$ cat src/rtl/mem_arbiter.sv
// Merges the prefetch (instruction) and LoadStore (data) buses onto one memory port.
// Data wins arbitration unless the instruction port has been passed over INSTR_STARVE_LIMIT times.
module mem_arbiter #(
  parameter int unsigned INSTR_STARVE_LIMIT = 4
) (
  input  logic        clk,
  input  logic        reset,
  input  logic [19:1] instr_m_addr,
  output logic [15:0] instr_m_data_in,
  input  logic        instr_m_access,
  output logic        instr_m_ack,
  input  logic [19:1] data_m_addr,
  output logic [15:0] data_m_data_in,
  input  logic [15:0] data_m_data_out,
  input  logic        data_m_access,
  output logic        data_m_ack,
  input  logic        data_m_wr_en,
  input  logic [1:0]  data_m_bytesel,
  output logic [19:1] q_m_addr,
  input  logic [15:0] q_m_data_in,
  output logic [15:0] q_m_data_out,
  output logic        q_m_access,
  input  logic        q_m_ack,
  output logic        q_m_wr_en,
  output logic [1:0]  q_m_bytesel
);

  typedef enum logic [1:0] {
    IDLE        = 2'd0,
    GRANT_INSTR = 2'd1,
    GRANT_DATA  = 2'd2
  } state_t;

  localparam logic [3:0] STARVE_LIMIT = 4'(INSTR_STARVE_LIMIT);

  state_t     state_r;
  state_t     state_next_s;
  logic [3:0] starve_cnt_r;
  logic [3:0] starve_cnt_next_s;

  // State and starvation counter registers
  always_ff @(posedge clk) begin
    if (reset) begin
      state_r      <= IDLE;
      starve_cnt_r <= 4'd0;
    end else begin
      state_r      <= state_next_s;
      starve_cnt_r <= starve_cnt_next_s;
    end
  end

  // Arbitration in IDLE; a grant ends on ack or when its requester withdraws
  always_comb begin
    state_next_s      = state_r;
    starve_cnt_next_s = starve_cnt_r;
    case (state_r)
      IDLE: begin
        if (data_m_access && (!instr_m_access || (starve_cnt_r < STARVE_LIMIT))) begin
          state_next_s = GRANT_DATA;
        end else if (instr_m_access) begin
          state_next_s = GRANT_INSTR;
        end else begin
          state_next_s = IDLE;
        end
        if (!instr_m_access || (state_next_s == GRANT_INSTR)) begin
          starve_cnt_next_s = 4'd0;
        end else if (state_next_s == GRANT_DATA) begin
          starve_cnt_next_s = (starve_cnt_r == 4'd15) ? 4'd15 : starve_cnt_r + 4'd1;
        end else begin
          starve_cnt_next_s = starve_cnt_r;
        end
      end
      GRANT_INSTR: begin
        if (q_m_ack || !instr_m_access) begin
          state_next_s = IDLE;
        end else begin
          state_next_s = GRANT_INSTR;
        end
      end
      GRANT_DATA: begin
        if (q_m_ack || !data_m_access) begin
          state_next_s = IDLE;
        end else begin
          state_next_s = GRANT_DATA;
        end
      end
      default: begin
        state_next_s      = IDLE;
        starve_cnt_next_s = 4'd0;
      end
    endcase
  end

  // Shared-port steering and ack routing from the current grant
  always_comb begin
    q_m_access   = 1'b0;
    q_m_addr     = 19'd0;
    q_m_data_out = 16'd0;
    q_m_wr_en    = 1'b0;
    q_m_bytesel  = 2'b00;
    instr_m_ack  = 1'b0;
    data_m_ack   = 1'b0;
    case (state_r)
      GRANT_INSTR: begin
        q_m_access  = instr_m_access;
        q_m_addr    = instr_m_addr;
        q_m_bytesel = 2'b11;
        instr_m_ack = q_m_ack;
      end
      GRANT_DATA: begin
        q_m_access   = data_m_access;
        q_m_addr     = data_m_addr;
        q_m_data_out = data_m_data_out;
        q_m_wr_en    = data_m_wr_en;
        q_m_bytesel  = data_m_bytesel;
        data_m_ack   = q_m_ack;
      end
      IDLE: begin
        q_m_access = 1'b0;
      end
      default: begin
        q_m_access = 1'b0;
      end
    endcase
  end

  assign instr_m_data_in = q_m_data_in;
  assign data_m_data_in  = q_m_data_in;

endmodule
$ cat config.mk
export PLATFORM = sky130hd
export DESIGN_NAME = mem_arbiter
export DESIGN_NICKNAME = d
export VERILOG_FILES = /design/src/rtl/mem_arbiter.sv
export SDC_FILE = /design/constraint.sdc
export NUM_CORES = 1
export LEC_CHECK = 0
export BUFFER_PORTS_ARGS = -buffer_cell sky130_fd_sc_hd__buf_2
export CAP_MARGIN = 20
export CORE_MARGIN = 5
export CORE_UTILIZATION = 30
export CTS_CLUSTER_DIAMETER = 80
export DETAILED_ROUTE_END_ITERATION = 7
export HOLD_SLACK_MARGIN = 0.15
export MAX_ROUTING_LAYER = met4
export PLACE_DENSITY_LB_ADDON = 0.05
export SYNTH_ARGS = -nofsm -noshare
export SYNTH_HDL_FRONTEND = slang
export SYNTH_SLANG_ARGS = --single-unit
$ cat constraint.sdc
create_clock -name clk -period 2 [get_ports clk]
set_input_delay 0.4 -clock clk [delete_from_list [all_inputs] [get_ports clk]]
set_output_delay 0.4 -clock clk [all_outputs]
set_load 0.02 [all_outputs]
==> metrics, run 1 <==
status=finished, final reports clean; GPL Wtd Cong=0.851; post-synthesis register bit count=6; CTS Sinks=6; GR Overflow Total=0; CP delay by family, top=buffers and inverters; worst skew pair latency=240 ps; Initial Util=0.314; Final WS setup=122 ps; post-CTS sizing=0; Post-Place Worst Slack=367 ps; Post-Synthesis Cells=138; cts hold-fix bufs=0; setup violators final=0; Total GRT Usage=0.146; post-route ant nets=0; worst-path maximum fanout=41; Die ar.=0.00480 sq mm; leading area contributor after synthesis=buf_4; Routed WL=3650 microns; Post-Syn Area=0.00105 sq mm; final cell count without fillers=251; vias in the first global route=1207; layout cell share with drive strength beyond 1=0.537; drt wl/cell=14.6 microns; worst vdd ir=0.272 mV; final slew viol count=0; Synth cell types=22; pwr dens=350 mW/mm^2; DR vias/cell=4.73; Worst setup SP type=flop; WS Path Type=flop to primary output; Leak=0.752 nW; DP Wirelength=2980 microns; DRC Markers=0; Boundary Pins=151; largest net degree at the start of global routing=42; clk slew on worst S/H paths=40 ps; number of max-cap violations=0; Core Region=0.00336 sq mm; Synth top area share=0.228; first-pass GRT wire length=5920 microns; PortBufs=102; number of setup buffers added after CTS=0; crit path buf inv count=3; top cells by area, synth=buf_4, nor2b_1, a22oi_1, dfxtp_1, and2_1; Max stage delay cell, worst path=dfxtp_1; Post-Syn Nets=221; CTS Buffer Depth=2; Die Y=69.3 microns; WP data required=1600 ps; area delta synth->final=35.0%; Hold Slack=454 ps; FP Rows=21; Final #Nets=290; Ant. Diodes=0; Seq/Total Area, Yosys=0.114; clock root buffer=clkbuf_4; maximum clock frequency=532 MHz; DR pass1 iterations=4; Syn Area/Cell=7.64 sq um; initial antenna violation count=0; HP Class=primary input to flop; min Tclk post-route=1880 ps; Clock Skew=2.48 ps; Slew @ Worst Pin=243 ps; Worst setup EP type=primary output; Yosys warnings=0; via count=1188; critical path, cell by cell=inv_1, ha_1, buf_12, a22oi_1, nor2b_2, buf_2; DR iter-0 viols=58; Critical Path Max Stage Delay=350 ps; arrival time at the worst endpoint=1480 ps; die width=69.3 microns; CTS tree=done; Slew HR=0.838; H-Tree Depth=1; most common library cell in the layout ignoring fill and taps=buf_2; placed insts=248; Setup TNS Final=0 ps; CTS Buf Count=3; Final Hold Fails=0; Tcrit/Tclk final=0.939; most frequent cells in the layout=buf_2, nor2b_1, a22oi_1, and2_1, dfxtp_1
-- flip-flops by register name, summed over array words and instances (netlist names) --
name          cells
state_r           2
starve_cnt_r      4
-- through the flow --
step / power (mW) / instance area, sq um / util
final: 0.498 / 1420 / 0.423
after global routing: 0.538 / 1420 / 0.423
after CTS: 0.503 / 1410 / 0.419
after detailed placement: 0.390 / 1390 / 0.412
after global placement: 0.385 / 1390 / 0.412
after floorplan: 0.366 / 1050 / -
-- layer usage --
metal,global-route usage,up-vias,share of wire
met5,-,-,0
met4,0.0542,0,0.021
met3,0.0420,24,0.093
met2,0.261,61,0.50
met1,0.152,527,0.38
li1,-,576,-
-- cells by family (layout without fill, tap and decap cells) --
group                      count (synthesis)  after routing  share of synthesized area
adders and majority gates                  5              5                     0.0593
AOI/OAI and AO/OA                         28             28                      0.192
DFF                                        6              6                      0.114
buffers and inverters                     43            110                      0.276
and+or+nand+nor                           56             56                      0.358
-- synth_stat cells --
master and n:
and3b_1 1, a22oi_1 20, o21ai_1 3, nand3b_1 3, buf_6 1, inv_1 2
and2_1 19, nor3b_1 1, buf_2 2, a21oi_1 2, clkbuf_1 6, o311a_1 2
buf_4 32, nand4bb_1 2, dfxtp_1 6, o21a_1 1, nand4b_1 1, or4b_1 2
nor2b_1 25, nor2_1 1, ha_1 5, nor2b_2 1
-- worst reg2reg max path: stages (launching register included) --
cell     delay, ps
dfxtp_1        350
inv_1           70
ha_1           330
buf_12         170
or4b_1         520
o21ai_1        130
-- cell type report --
type,instances,area [sq um]
clock buffer,3,22.5
fill,372,1940
inverter,2,7.51
multi-input combinational,89,648
sequential,6,120
tap,46,57.6
timing repair buffer,105,568
-- report_power, final --
group | total, mW | switching [mW] | internal [mW]
registers | 0.126 | 0.00286 | 0.124
logic | 0.263 | 0.134 | 0.130
clock network | 0.109 | 0.0409 | 0.0677
-- final timing paths --
kind / to / slack (ps) / cells after the start / from
min: state_r[0] / 450 / 2 / instr_m_access
max reg2reg: starve_cnt_r[2] / 370 / 5 / state_r[0]
min reg2reg: starve_cnt_r[1] / 480 / 2 / starve_cnt_r[1]
max: q_m_addr[5] / 120 / 6 / state_r[0]
(Power assumes the default switching activity.)
==> run 2: changes to the inputs <==
CORE_MARGIN = 3   (was 5)
==> run 2 against run 1 <==
  * Sequential power about the same
  * Utilization increased by 2.5 points
  * Clock skew decreased by 1.8 ps
  * Wire length decreased by 6.3%
  * First-iteration DRC count decreased by 52%
  * Final cell count increased by 0.40%
  * Die area decreased by 11%
  * Clock power increased by 4%
  * Setup slack got worse by 2.9 ps
  * Largest cell class unchanged
  * Largest power group unchanged
==> metrics, run 2 (same netlist as run 1, synthesis figures left out) <==
status=finished, final reports clean; pwr dens=352 mW/mm^2; FP Rows=20; CTS Buf Count=3; die width=65.3 microns; CTS Buffer Depth=2; via count=1175; Routed WL=3420 microns; worst vdd ir=0.293 mV; Slew @ Worst Pin=208 ps; worst-path maximum fanout=21; initial antenna violation count=0; Most flops, register=starve_cnt_r; DP Wirelength=2810 microns; Sw Pwr=0.181 mW; Initial Util=0.329; drt wl/cell=13.6 microns; top flop regs=starve_cnt_r x4, state_r x2; DR pass1 iterations=4; Int Pwr=0.325 mW; Tcrit/Tclk final=0.940; Die Y=65.3 microns; WS Path Type=flop to primary output; maximum clock frequency=532 MHz; vias in the first global route=1099; CTS Sinks=6; setup violators final=0; area delta synth->final=36.3%; HP Class=primary input to flop; DR vias/cell=4.66; finished layout cell area=0.00144 sq mm; clk slew on worst S/H paths=50 ps; combinational share of power=0.526; DRC Markers=0; most common library cell in the layout ignoring fill and taps=buf_2; number of setup buffers added after CTS=0; Boundary Pins=151; DR iter-0 viols=28; CTS tree=done; PortBufs=102; Ant. Diodes=0; Setup TNS Final=0 ps; Final #Nets=293; Worst setup SP type=flop; final slew viol count=0; WP data required=1600 ps; GR Overflow Total=0; Clock Skew=0.666 ps; Largest register FFs=4; number of max-cap violations=0; Total GRT Usage=0.153; Post-DP Area=0.00141 sq mm; H-Tree Depth=1; Worst setup EP type=primary output; largest net degree at the start of global routing=25; final core area utilization=0.449; Final Hold Fails=0; sequential share of power=0.250; layout cell share with drive strength beyond 1=0.548; clock root buffer=clkbuf_4; Clock power frac=0.224; most frequent cells in the layout=buf_2, nor2b_1, a22oi_1, and2_1; Slew HR=0.862; sw frac=0.358; cts hold-fix bufs=0; post-route ant nets=0; Core Region=0.00320 sq mm; Hold Slack=448 ps; Die ar.=0.00426 sq mm; min Tclk post-route=1880 ps; worst skew pair latency=240 ps; arrival time at the worst endpoint=1480 ps; unrepaired setup endpoints after global routing=false; GPL Wtd Cong=0.796; first-pass GRT wire length=5180 microns; Leak=0.768 nW
==> run 2: cell count changes in the layout (fill, tap and decap cells not counted) <==
cell     change
dfxtp_1      -1
dfxtp_2      +1
buf_2        +3
==> run 2: through the flow <==
step	total power, mW	instances	worst slack, ps
after floorplan	0.366	138	291
after global placement	0.389	249	361
after detailed placement	0.395	249	351
after CTS	0.510	252	81.1
after global routing	0.545	252	10.3
final	0.506	252	119
==> run 2: final cells by class <==
cell class | count | area (sq um)
clock buffers | 3 | 22.5
flip-flops and latches | 6 | 121
multi-input cells | 89 | 648
well taps | 44 | 55.1
repair buffers | 108 | 583
fillers | 350 | 1770
inverters | 2 | 7.51
==> run 2: worst max-delay path, stage by stage (launching register included) <==
cell and delay, ps:
dfxtp_1 350, inv_1 70, ha_1 330, buf_12 150, nor2b_1 170, buf_4 160
==> run 2: power groups by stage <==
stage	registers [mW]	logic [mW]	clock network, mW
3_3_place_gp	0.128	0.261	0
3_5_place_dp	0.129	0.267	0
2_1_floorplan	0.128	0.238	0
4_1_cts	0.126	0.267	0.117
6_report	0.126	0.266	0.113
5_1_grt	0.127	0.292	0.126
==> run 2: worst paths after layout <==
path                                        end  cells past startpoint            start  slack [ps]
worst max-delay path                q_m_addr[7]                      5       state_r[1]         120
worst max register to register  starve_cnt_r[2]                      5       state_r[1]         380
worst min-delay path                 state_r[0]                      2   instr_m_access         450
worst min register to register  starve_cnt_r[1]                      2  starve_cnt_r[1]         480
==> run 2: what timing repair did <==
action | in CTS | in global routing
setup endpoints to repair | 0 | 5
gates resized for setup | 0 | 3
hold endpoints to repair | 0 | 0
==> run 2: metal layers <==
layer / vias to the layer above / global-route usage / share of wire
met1: 522 / 0.160 / 0.36
met4: 0 / 0.0466 / 0.025
met2: 52 / 0.278 / 0.52
met5: - / - / 0
li1: 583 / - / -
met3: 18 / 0.0410 / 0.087
==> run 3: changes to the inputs <==
CORE_UTILIZATION = 31   (was 30)
CTS_BUF_LIST = sky130_fd_sc_hd__clkbuf_4 sky130_fd_sc_hd__clkbuf_8   (was not set)
==> run 3 against run 2 <==
  * Final area rose by 3.1%
  * Via count rose by 0.68%
  * Die area fell by 2.9%
  * Wire length fell by 1.3%
  * Setup slack improved by 18 ps
  * Combinational power rose by 5%
  * Count of clock-buffer cells in the layout did not move
  * Critical endpoint is now q_m_addr[14]
  * Highest routed layer unchanged
==> metrics, run 3 (same netlist as run 1, synthesis figures left out) <==
DRC Markers=0; H-Tree Depth=1; Most flops, register=starve_cnt_r; first-pass GRT wire length=5220 microns; post-route ant nets=0; final core area utilization=0.470; GPL Wtd Cong=0.731; worst-path maximum fanout=22; Initial Util=0.335; Post-DP Area=0.00139 sq mm; Die ar.=0.00414 sq mm; Setup TNS Final=0 ps; top flop regs=starve_cnt_r x4, state_r x2; PortBufs=102; layout cell share with drive strength beyond 1=0.576; hold endpoint=state_r[0]; most common library cell in the layout ignoring fill and taps=buf_2; crit path buf inv count=3; Tcrit/Tclk final=0.931; cts hold-fix bufs=0; Leak=0.779 nW; status=finished, final reports clean; largest net degree at the start of global routing=25; worst skew pair latency=240 ps; FP Rows=20; FILL cells=344; Routed WL=3380 microns; WP data required=1600 ps; arrival time at the worst endpoint=1460 ps; Crit Reg-Reg Startpoint=state_r[1]; Boundary Pins=151; most frequent cells in the layout=buf_2, nor2b_1, a22oi_1, and2_1, buf_4; Final #Nets=295; Worst setup SP type=flop; worst vdd ir=0.267 mV; drt wl/cell=13.3 microns; initial antenna violation count=0; unrepaired setup endpoints after global routing=false; Core Region=0.00315 sq mm; clk slew on worst S/H paths=50 ps; Ant. Diodes=0; critical register-to-register path endpoint=starve_cnt_r[0]; Worst setup EP type=primary output; setup violators final=0; pwr dens=349 mW/mm^2; number of max-cap violations=0; Die Y=64.3 microns; DR iter-0 viols=51; area delta synth->final=40.6%; clock root buffer=clkbuf_4; Max stage delay cell, worst path=dfxtp_2; vias in the first global route=1158; Hold Path Cell Cnt=2; die width=64.3 microns; R2R depth=5; CTS Buf Count=3; DR vias/cell=4.66; CP delay by family, top=buffers and inverters; HP Start=instr_m_access; CTS tree=done; DR pass1 iterations=4; Critical Path Max Stage Delay=360 ps; maximum clock frequency=537 MHz; GR Overflow Total=0; Final WS setup=137 ps; via count=1183; DP Wirelength=2780 microns; Largest register FFs=4; Slew @ Worst Pin=256 ps; CTS Buffer Depth=2; Clock Skew=2.19 ps; WS Path Type=flop to primary output; Total GRT Usage=0.157; final slew viol count=0; Final Hold Fails=0; Slew HR=0.830; min Tclk post-route=1860 ps; critical path, cell by cell=inv_1, ha_4, buf_12, nor2b_1, buf_2; finished layout cell area=0.00148 sq mm; HP Class=primary input to flop; CTS Sinks=6; r2r setup slk=410 ps; Post-Place Worst Slack=56.6 ps
==> run 3: changes by cell type in the layout (fill, tap and decap cells not counted), sizes merged <==
cell  delta
buf      +2
==> run 3: worst register-to-register path: cells and delay by family (launching register included) <==
family / cells / cell delay, ps
AOI/OAI and AO/OA: 1 / 130
DFF: 1 / 360
and+or+nand+nor: 1 / 520
buffers and inverters: 2 / 260
adders and majority gates: 1 / 240
==> run 3: final cells by class <==
| class | instances | area (sq um) | share of cell area |
|---|---|---|---|
| Tap cell | 44 | 55.1 | 0.0371 |
| Multi-Input combinational cell | 89 | 686 | 0.462 |
| Inverter | 2 | 7.51 | 0.00506 |
| Sequential cell | 6 | 123 | 0.0827 |
| Clock buffer | 3 | 22.5 | 0.0152 |
| Timing Repair Buffer | 110 | 589 | 0.397 |
==> run 3: through the flow <==
step | std cells | power [mW] | hold slack, ps
2_1_floorplan | 138 | 0.366 | 456
3_3_place_gp | 248 | 0.385 | 466
3_5_place_dp | 248 | 0.390 | 485
4_1_cts | 251 | 0.506 | 445
5_1_grt | 254 | 0.561 | 437
6_report | 254 | 0.518 | 441
==> run 3: how the worst max path moves through the flow <==
stage / cells past startpoint / end / start
3_3_place_gp: 5 / q_m_addr[5] / state_r[1]
6_report: 5 / q_m_addr[14] / state_r[1]
5_1_grt: 5 / q_m_addr[2] / state_r[1]
3_5_place_dp: 5 / q_m_addr[12] / state_r[1]
4_1_cts: 6 / q_m_addr[10] / state_r[0]
2_1_floorplan: 5 / q_m_access / state_r[0]
==> run 3: what timing repair did <==
| action | CTS | global route |
|---|---|---|
| buffers inserted | 0 | 3 |
| resized for setup | 2 | 9 |
| endpoints found under the setup margin | 23 | 22 |
| hold endpoints to repair | 0 | 0 |
| pin swaps | 0 | 1 |
==> run 3: where the power goes <==
| group | switching, mW | total, mW | internal (mW) |
|---|---|---|---|
| sequential | 0.00411 | 0.128 | 0.124 |
| combinational | 0.135 | 0.279 | 0.144 |
| clock | 0.0430 | 0.111 | 0.0679 |
==> run 3: per-layer routing <==
metal  track usage  vias to the layer above  part of all wire
li1              -                      586                 -
met1         0.166                      530              0.37
met5             -                        -                 0
met3        0.0457                        4             0.089
met4        0.0237                        0            0.0083
met2         0.291                       63              0.53
